===== src/rtl/cpu_bus_pkg.sv =====
// cpu_bus_pkg: shared types and defaults for the 8227 core bus interface.
package cpu_bus_pkg;

    localparam int WB_DEPTH_DEFAULT = 4;

    typedef enum logic [1:0] {IDLE, RD_WAIT, RD_DONE} bus_state_t;

    typedef struct packed {
        logic [15:0] addr;
        logic [7:0]  data;
    } wb_entry_t;

endpackage


===== src/rtl/cpu_bus_if.sv =====
// cpu_bus_if: request/acknowledge memory port; a transfer completes on an edge with mem_req and mem_ack high.
interface cpu_bus_if;

    logic        mem_req;
    logic        mem_we;
    logic [15:0] mem_addr;
    logic [7:0]  mem_wdata;
    logic        mem_ack;
    logic [7:0]  mem_rdata;

    modport master (output mem_req, mem_we, mem_addr, mem_wdata, input mem_ack, mem_rdata);
    modport slave  (input mem_req, mem_we, mem_addr, mem_wdata, output mem_ack, mem_rdata);

endinterface


===== src/rtl/cpu_write_buffer.sv =====
// cpu_write_buffer: in-order posted-write FIFO; READ_BYPASS_EN adds a youngest-match address lookup.
module cpu_write_buffer
    import cpu_bus_pkg::*;
#(
    parameter int DEPTH = WB_DEPTH_DEFAULT
) (
    input  logic                    clk,
    input  logic                    rst,
    input  logic                    push,
    input  wb_entry_t               pushEntry,
    input  logic                    pop,
    output wb_entry_t               head,
    output logic                    full,
    output logic                    empty,
    output logic [$clog2(DEPTH):0]  count
`ifdef READ_BYPASS_EN
    ,
    input  logic [15:0]             matchAddr,
    output logic                    matchHit,
    output logic [7:0]              matchData
`endif
);

    localparam int PW = $clog2(DEPTH);

    wb_entry_t     mem [DEPTH];
    logic [PW-1:0] wrPtr, rdPtr;
    logic          doPush, doPop;

    assign full   = count == (PW+1)'(DEPTH);
    assign empty  = count == '0;
    assign doPop  = pop && !empty;
    // A pop in the same cycle frees the slot a full-buffer push needs.
    assign doPush = push && (!full || doPop);
    assign head   = mem[rdPtr];

    always_ff @(posedge clk) begin
        if (rst) begin
            wrPtr <= '0;
            rdPtr <= '0;
            count <= '0;
        end else begin
            if (doPush) begin
                mem[wrPtr] <= pushEntry;
                wrPtr      <= wrPtr + 1'b1;
            end
            if (doPop) rdPtr <= rdPtr + 1'b1;
            count <= count + (PW+1)'(doPush) - (PW+1)'(doPop);
        end
    end

`ifdef READ_BYPASS_EN
    // Scan oldest to youngest so the last hit is the youngest match.
    always_comb begin
        matchHit  = 1'b0;
        matchData = 8'h00;
        for (int i = 0; i < DEPTH; i++) begin
            if ((PW+1)'(i) < count && mem[rdPtr + PW'(i)].addr == matchAddr) begin
                matchHit  = 1'b1;
                matchData = mem[rdPtr + PW'(i)].data;
            end
        end
    end
`endif

endmodule


===== src/rtl/cpu_bus_interface.sv =====
// cpu_bus_interface: posts 8227 core writes, stalls reads behind them, and drives a req/ack memory port.
// Optional READ_BYPASS_EN lets non-fetch reads complete from a matching buffered write.
module cpu_bus_interface
    import cpu_bus_pkg::*;
#(
    parameter int WB_DEPTH = WB_DEPTH_DEFAULT
) (
    input  logic             clk,
    input  logic             rst,
    input  logic [7:0]       addr_high,
    input  logic [7:0]       addr_low,
    input  logic [7:0]       data_from_cpu,
    input  logic             read_not_write,
    input  logic             sync,
    output logic             ready,
    output logic [7:0]       data_to_cpu,
    cpu_bus_if.master        bus,
    output logic             wb_empty,
    output logic             wr_overflow
);

    bus_state_t                 state, nextState;
    wb_entry_t                  head;
    logic [$clog2(WB_DEPTH):0]  count;
    logic                       full, empty, hasWrite, push, pop;
    logic                       readIssue, readAck, bypassHit, matchHit;
    logic [7:0]                 matchData, dataToCpu, lastWdata;
    logic [15:0]                coreAddr, rdAddr, curAddr, lastAddr;
    logic                       lastWe, overflow;

    assign coreAddr = {addr_high, addr_low};
    assign hasWrite = !empty;
    assign push     = !rst && state == IDLE && !read_not_write;
    assign pop      = !rst && hasWrite && bus.mem_ack;

    cpu_write_buffer #(.DEPTH(WB_DEPTH)) wbuf (
        .clk       (clk),
        .rst       (rst),
        .push      (push),
        .pushEntry ('{addr: coreAddr, data: data_from_cpu}),
        .pop       (pop),
        .head      (head),
        .full      (full),
        .empty     (empty),
        .count     (count)
`ifdef READ_BYPASS_EN
        ,
        .matchAddr (coreAddr),
        .matchHit  (matchHit),
        .matchData (matchData)
`endif
    );

`ifndef READ_BYPASS_EN
    assign matchHit  = 1'b0;
    assign matchData = 8'h00;
`endif

    // Opcode fetches always go to memory, never to the buffer.
    assign bypassHit = !rst && state == IDLE && read_not_write && !sync && matchHit;
    assign readIssue = !rst && (state == RD_WAIT ||
                       (state == IDLE && read_not_write && !hasWrite && !bypassHit));
    assign readAck   = readIssue && !hasWrite && bus.mem_ack;
    assign curAddr   = hasWrite ? head.addr : state == RD_WAIT ? rdAddr : coreAddr;

    // Buffered writes always win the port, which keeps reads behind them.
    assign bus.mem_req   = !rst && (hasWrite || readIssue);
    assign bus.mem_we    = rst ? 1'b0  : bus.mem_req ? hasWrite : lastWe;
    assign bus.mem_addr  = rst ? 16'h0 : bus.mem_req ? curAddr : lastAddr;
    assign bus.mem_wdata = rst ? 8'h00 : bus.mem_req && hasWrite ? head.data : lastWdata;

    assign ready       = !rst && (state == RD_DONE || (state == IDLE && !read_not_write));
    assign data_to_cpu = dataToCpu;
    assign wb_empty    = count == '0;
    assign wr_overflow = overflow;

    always_comb begin
        nextState = state;
        case (state)
            IDLE:    if (read_not_write) nextState = bypassHit || readAck ? RD_DONE :
                                                     hasWrite ? IDLE : RD_WAIT;
            RD_WAIT: nextState = readAck ? RD_DONE : RD_WAIT;
            default: nextState = IDLE;
        endcase
    end

    always_ff @(posedge clk) begin
        if (rst) begin
            state     <= IDLE;
            dataToCpu <= 8'h00;
            rdAddr    <= 16'h0;
            lastAddr  <= 16'h0;
            lastWe    <= 1'b0;
            lastWdata <= 8'h00;
            overflow  <= 1'b0;
        end else begin
            state <= nextState;
            if (readAck) dataToCpu <= bus.mem_rdata;
            else if (bypassHit) dataToCpu <= matchData;
            if (state == IDLE) rdAddr <= coreAddr;
            if (bus.mem_req) begin
                lastAddr  <= bus.mem_addr;
                lastWe    <= bus.mem_we;
                lastWdata <= bus.mem_wdata;
            end
            if (push && full && !pop) overflow <= 1'b1;
        end
    end

endmodule


===== src/flat_wrapper.sv =====
// flat-port wrapper written by rule: the top's interface ports become plain ports
module cpu_bus_interface_flat import cpu_bus_pkg::*;
#(
    parameter int WB_DEPTH = WB_DEPTH_DEFAULT
)
  (clk, rst, addr_high, addr_low, data_from_cpu, read_not_write, sync, ready, data_to_cpu, wb_empty, wr_overflow, bus_mem_req, bus_mem_we, bus_mem_addr, bus_mem_wdata, bus_mem_ack, bus_mem_rdata);
  cpu_bus_if bus_i ();
  input  logic clk;
  input  logic rst;
  input  logic [7:0] addr_high;
  input  logic [7:0] addr_low;
  input  logic [7:0] data_from_cpu;
  input  logic read_not_write;
  input  logic sync;
  output logic ready;
  output logic [7:0] data_to_cpu;
  output logic wb_empty;
  output logic wr_overflow;
  output wire logic [$bits(bus_i.mem_req)-1:0] bus_mem_req;
  output wire logic [$bits(bus_i.mem_we)-1:0] bus_mem_we;
  output wire logic [$bits(bus_i.mem_addr)-1:0] bus_mem_addr;
  output wire logic [$bits(bus_i.mem_wdata)-1:0] bus_mem_wdata;
  input wire logic [$bits(bus_i.mem_ack)-1:0] bus_mem_ack;
  input wire logic [$bits(bus_i.mem_rdata)-1:0] bus_mem_rdata;
  assign bus_mem_req = bus_i.mem_req;
  assign bus_mem_we = bus_i.mem_we;
  assign bus_mem_addr = bus_i.mem_addr;
  assign bus_mem_wdata = bus_i.mem_wdata;
  assign bus_i.mem_ack = bus_mem_ack;
  assign bus_i.mem_rdata = bus_mem_rdata;
  cpu_bus_interface #(.WB_DEPTH(WB_DEPTH)) u_core (.clk(clk), .rst(rst), .addr_high(addr_high), .addr_low(addr_low), .data_from_cpu(data_from_cpu), .read_not_write(read_not_write), .sync(sync), .ready(ready), .data_to_cpu(data_to_cpu), .bus(bus_i), .wb_empty(wb_empty), .wr_overflow(wr_overflow));
endmodule

===== config.mk =====
export PLATFORM = sky130hd
export DESIGN_NAME = cpu_bus_interface_flat
export DESIGN_NICKNAME = d
export VERILOG_FILES = /design/src/rtl/cpu_bus_pkg.sv /design/src/rtl/cpu_bus_if.sv /design/src/rtl/cpu_write_buffer.sv /design/src/rtl/cpu_bus_interface.sv /design/src/flat_wrapper.sv
export SDC_FILE = /design/constraint.sdc
export NUM_CORES = 1
export LEC_CHECK = 0
export ABC_AREA = 1
export ABC_CLOCK_PERIOD_IN_PS = 2410
export BUFFER_PORTS_ARGS = -buffer_cell sky130_fd_sc_hd__buf_2
export CAP_MARGIN = 20
export CELL_PAD_IN_SITES_DETAIL_PLACEMENT = 1
export CELL_PAD_IN_SITES_GLOBAL_PLACEMENT = 1
export CORE_MARGIN = 2
export CORE_UTILIZATION = 41
export DETAILED_ROUTE_END_ITERATION = 12
export PLACE_DENSITY_LB_ADDON = 0.1
export SLEW_MARGIN = 30
export SYNTH_ARGS = -nofsm -noshare
export SYNTH_HDL_FRONTEND = slang
export SYNTH_SLANG_ARGS = --single-unit

===== constraint.sdc =====
create_clock -name clk -period 2.41 [get_ports clk]
set_clock_uncertainty 0.05 [all_clocks]
set_input_delay 0.241 -clock clk [delete_from_list [all_inputs] [get_ports clk]]
set_output_delay 0.241 -clock clk [all_outputs]
set_load 0.005 [all_outputs]

Word level (Yosys, flattened, before mapping)
Memories as Yosys holds them, arrays and structs flattened. A register that Yosys moved wholly into a read port is not among the register bits. Cells that the tools add are included.

Bits in registers: 59. RAM bits: 96. Input bits: 37. Output and inout bits: 37. Memories: 1.

Memory list: u_core.wbuf.mem (depth 4, bits a word 24, read ports 1, clocked after memory_dff 1, write ports 1, RTL line cpu_write_buffer.sv:26) `wb_entry_t mem [DEPTH];`.

$add $sub $neg: 4. Eq/ne operators: 4. Multiplexer cells: 18. Reductions and logical operators: 28.

Operators by type and width (count): 16-bit two-way mux (4); 1-bit logical AND (17); 8-bit two-way mux (2); 2-bit two-way mux (5); 1-bit two-way mux (6); 1-bit logical NOT (5); 2-bit by 1-bit adder with 2-bit output, second input constant (2); 1-bit logical OR (4); 2-bit case mux with 2 select lines (1); 3-bit by 1-bit adder with 3-bit output (1); 3-bit equality test, second input constant (1); 3-bit logical NOT (1); 3-bit by 1-bit subtractor with 3-bit output (1); 2-bit by 1-bit equality test with 1-bit output, second input constant (1); 2-bit equality test, second input constant (1); 2-bit logical NOT (1); 2-bit != test, second input constant (1).

Depth between registers and ports, before layout
Depth in word-level cells: 10. Depth in mapped cells: 14. Mapped depth without buffers: 12.

Cells and area by module
Synthesis repeated with hierarchy kept, for this count alone.

Cells, all modules: 653. Area total of the unflattened synthesis: 6631.4 um2.

Modules (own cells, without submodules): cpu_write_buffer (times used 1, cells each 303, area each 4231.6 um2, seq. area each 3062.9 um2); cpu_bus_interface (times used 1, cells each 350, area each 2399.8 um2, seq. area each 1041.0 um2).

Least setup slack after synthesis
Ideal clock, no wire load.

Path type: reg-to-reg. Start: register u_core.state[0]. End: memory u_core.wbuf.mem[0][0] in the netlist's numbering (enable). Arrival time: 2.067 ns. Setup slack: -0.112 ns. Cell stages (with the launch flop): 7. Buffers on the path: 1. Period minus slack after synthesis: 2.522 ns. Cells stage by stage: dfxtp_1 -> buf_6 -> inv_1 -> nand2_1 -> nor3_4 -> nand2_1 -> nor2_1.

Word-level cells in the longest chain between the ends: 7.

Ends and longest elaborated chain: start: declaration (RTL line cpu_bus_interface.sv:22) `bus_state_t state, nextState;`; start signal: assignment (RTL line cpu_bus_interface.sv:97) `state <= nextState;`; 2-bit logical NOT (RTL line cpu_bus_interface.sv:33) `assign push = !rst && state == IDLE && !read_not_write;`; 1-bit logical AND (2 in series) (RTL line cpu_bus_interface.sv:33); 1-bit logical AND (RTL line cpu_write_buffer.sv:34) `assign doPush = push && (!full || doPop);`; 1-bit two-way mux (RTL line cpu_write_buffer.sv:43) `if (doPush) begin`; 1-bit two-way mux (RTL line cpu_write_buffer.sv:38) `if (rst) begin`; 1-bit two-way mux (implied by the code) (RTL line cpu_write_buffer.sv:44) `mem[wrPtr] <= pushEntry;`; end: declaration (RTL line cpu_write_buffer.sv:26).

Every way passes these cells.

Worst setup path in the final report
Start: register u_core.state[0]. End: register u_core.wbuf.count[2].

Word-level cells in the longest chain between the ends: 6.

Ends and longest elaborated chain: 2-bit logical NOT (RTL line cpu_bus_interface.sv:33); 1-bit logical AND (2 in series) (RTL line cpu_bus_interface.sv:33); 1-bit logical AND (RTL line cpu_write_buffer.sv:34); 3-bit by 1-bit adder with 3-bit output (RTL line cpu_write_buffer.sv:48) `count <= count + (PW+1)'(doPush) - (PW+1)'(doPop);`; 3-bit by 1-bit subtractor with 3-bit output (RTL line cpu_write_buffer.sv:48); end signal: assignment (RTL line cpu_write_buffer.sv:48); end: declaration (RTL line cpu_write_buffer.sv:15) `output logic [$clog2(DEPTH):0] count`.

Every way passes these cells. A chain may end at the register's enable or synchronous reset.

==> qor.yml <==
timing:
  finalSetupTns_ns: 0
  hold_viol_final: 0
  max_freq_mhz: 422
  worst_pin_slew_ns: 0.581
  relSlewSlack_pct: 61.3
  fin_crit_sh_pct: 98.2
  fin_crit_ns: 2.37
  slew_viol_final: 0
  rsz0062_at_grt: "yes"
  final-setup-viol-count: 0
flow_run:
  maxCapViolations: 0
grt:
  grt_pass1_wl_mm: 30.0
  met2_usage_pct: 38.9
  grt_remaining_overflow: 0
  use_met3_pct: 4.31
  grt_max_degree: 52
  grt_pass1_vias: 5877
  busiest_layer: "met2"
  track_usage_pct: 22.2
  antenna_found_initial: 0
  met1_usage_pct: 27.1
clock_network:
  clkTransAtPathRegs_ns: 0.06
  clkSinkCount: 157
  cts_inserted_buffers: 17
  root_buffer: "clkbuf_16"
  cts_max_path_buffers: 2
  cts_tree: "built"
  cts.htree.levels: 4
  insertion_delay_ns: 0.43
finish:
  nNetsFinal: 869
  layout_commonest_cell: "nand2_1"
  drive_gt1_share_pct: 20.5
  final_cells: 1054
  layout_common_cells: "nand2_1, nor2_1, edfxtp_1"
  fillCellCount: 1889
  stdcell_area_sq_um: 8380
  area_growth_syn_to_layout_pct: 24.1
  final_util_pct: 52.4
  diodes: 0
die:
  start_util_pct: 42.2
  die_y_microns: 132
  die_area_sq_um: 17500
  coreArea_sq_um: 16000
  die_w_microns: 132
  row_count: 46
  boundaryPins: 74
placement:
  place.gp.congestion: 0.712
  place_area_sq_um: 7350
  placed_cells: 992
  post-dp-hpwl_mm: 11.3
  port_buffers: 72
setup_path:
  critPathArrivalTime_ns: 2.68
  start_kind: "register"
  required_ns: 2.72
  crit_fanout: 4
  crit_path_end_kind: "register"
  timing_worst_setup_path_type: "register to register"
power:
  total_power_uw: 9790
  leakagePower_uw: 0.00362
  powerDensity_nw_per_um2: 1170
  ir_drop_mv: 0.590
worst_hold_path:
  min_path_type: "input port to register"
synth:
  syn-mean-instance-area_sq_um: 9.40
  ys_seq_area_share_pct: 60.8
  mappedNetlistArea_sq_um: 6760
  ys_warn_count: 0
  synth_cells: 719
  synth_nets: 763
  ys_ff_latch: 157
  ys_types: 34
route:
  avgRoutedWirePerCell_microns: 18.0
  drt-pass1-iter-count: 4
  drc_errors: 0
  viasPerCell: 5.10
  drtIter0Drc: 412
  ant_nets: 0
  num_vias: 5377
  postRouteWirelength_mm: 18.9
status:
  status: "finished clean"
logic make-up (layout without fill, tap and decap cells):
family                     after synthesis  in the layout  share of synthesized area, %
AOI/OAI and AO/OA                       68             68                          5.54
xor gates and xnor gates                 2              2                         0.259
DFF                                    157            157                          60.8
and+or+nand+nor                        393            393                          25.6
buffers and inverters                   92            211                          6.45
adders and majority gates                7              7                          1.41
cell usage after synthesis (all sizes together):
| master | count | area share (%) |
|---|---|---|
| inv | 50 | 2.8 |
| clkbuf | 7 | 0.39 |
| buf | 29 | 2.9 |
| nor2 | 107 | 6.2 |
| a21oi | 7 | 0.52 |
| nand3 | 92 | 7.7 |
| xnor2 | 1 | 0.13 |
| and3 | 1 | 0.093 |
| nand2 | 192 | 11 |
| xor2 | 1 | 0.13 |
| ha | 6 | 1.1 |
| edfxtp | 96 | 43 |
| fa | 1 | 0.30 |
| o211ai | 1 | 0.11 |
| a31oi | 16 | 1.5 |
| nor3 | 1 | 0.24 |
| o21ai | 44 | 3.4 |
| dfxtp | 61 | 18 |
| clkinv | 6 | 0.35 |
layer usage:
layer,wire [microns],share of wire [%]
met4,327,1.7
met1,8120,43
met3,780,4.1
met2,9720,51
met5,0,0
registers in the layout (all words and copies together), names as in the netlist, named ones only:
signal,flops
u_core.lastWe,1
u_core.data_to_cpu,8
u_core.wbuf.wrPtr,2
u_core.wbuf.count,3
u_core.rdAddr,16
u_core.wbuf.rdPtr,2
u_core.lastAddr,16
u_core.wbuf.mem,96
u_core.state,2
u_core.lastWdata,8
u_core.wr_overflow,1
worst paths after layout:
path / from / to / slack (ns) / cells past startpoint
max: u_core.state[0] / u_core.wbuf.count[2] / 0.04 / 12
min: addr_low[3] / u_core.wbuf.mem[3][11] / 0.01 / 1
max reg2reg: u_core.state[0] / u_core.wbuf.count[2] / 0.04 / 12
min reg2reg: u_core.wr_overflow / u_core.wr_overflow / 0.42 / 2
layout make-up:
type	count	area (sq um)	area share [%]
timing repair buffer	123	898	10.7
sequential	157	4110	49.0
multi-input combinational	470	2250	26.9
clock inverter	13	196	2.34
tap	216	270	3.22
inverter	56	225	2.69
clock buffer	19	433	5.16
what timing repair did:
item	4_1_cts	5_1_grt
setup buffers	4	3
hold endpoints to repair	64	0
pin swaps	0	7
cloned	0	1
setup endpoints to repair	24	25
hold buffers	22	0
gates resized for setup	9	26
critical path: stages (launching register included):
cell	delay [ns]
dfxtp_4	0.36
inv_4	0.07
nand2_4	0.05
nor3_4	0.24
nand2_1	0.11
ha_1	0.29
inv_1	0.07
ha_2	0.17
inv_2	0.04
fa_2	0.39
xnor2_2	0.20
o21ai_1	0.11
a21oi_1	0.14
power by group:
part / internal [uW] / total [uW] / switching [uW]
Combinational: 1240 / 3420 / 2180
Clock: 1820 / 2910 / 1080
Sequential: 3290 / 3460 / 170
per-stage QoR:
| stage | hold slack [ns] | setup WS [ns] |
|---|---|---|
| after floorplan | 0.290 | -0.0478 |
| after global placement | 0.385 | 0.171 |
| after detailed placement | 0.397 | 0.0443 |
| after CTS | 0.00130 | 0.00205 |
| after global routing | 0.00748 | -0.0991 |
| final | 0.0148 | 0.0429 |
No activity file was read; power rests on OpenSTA's default activity.
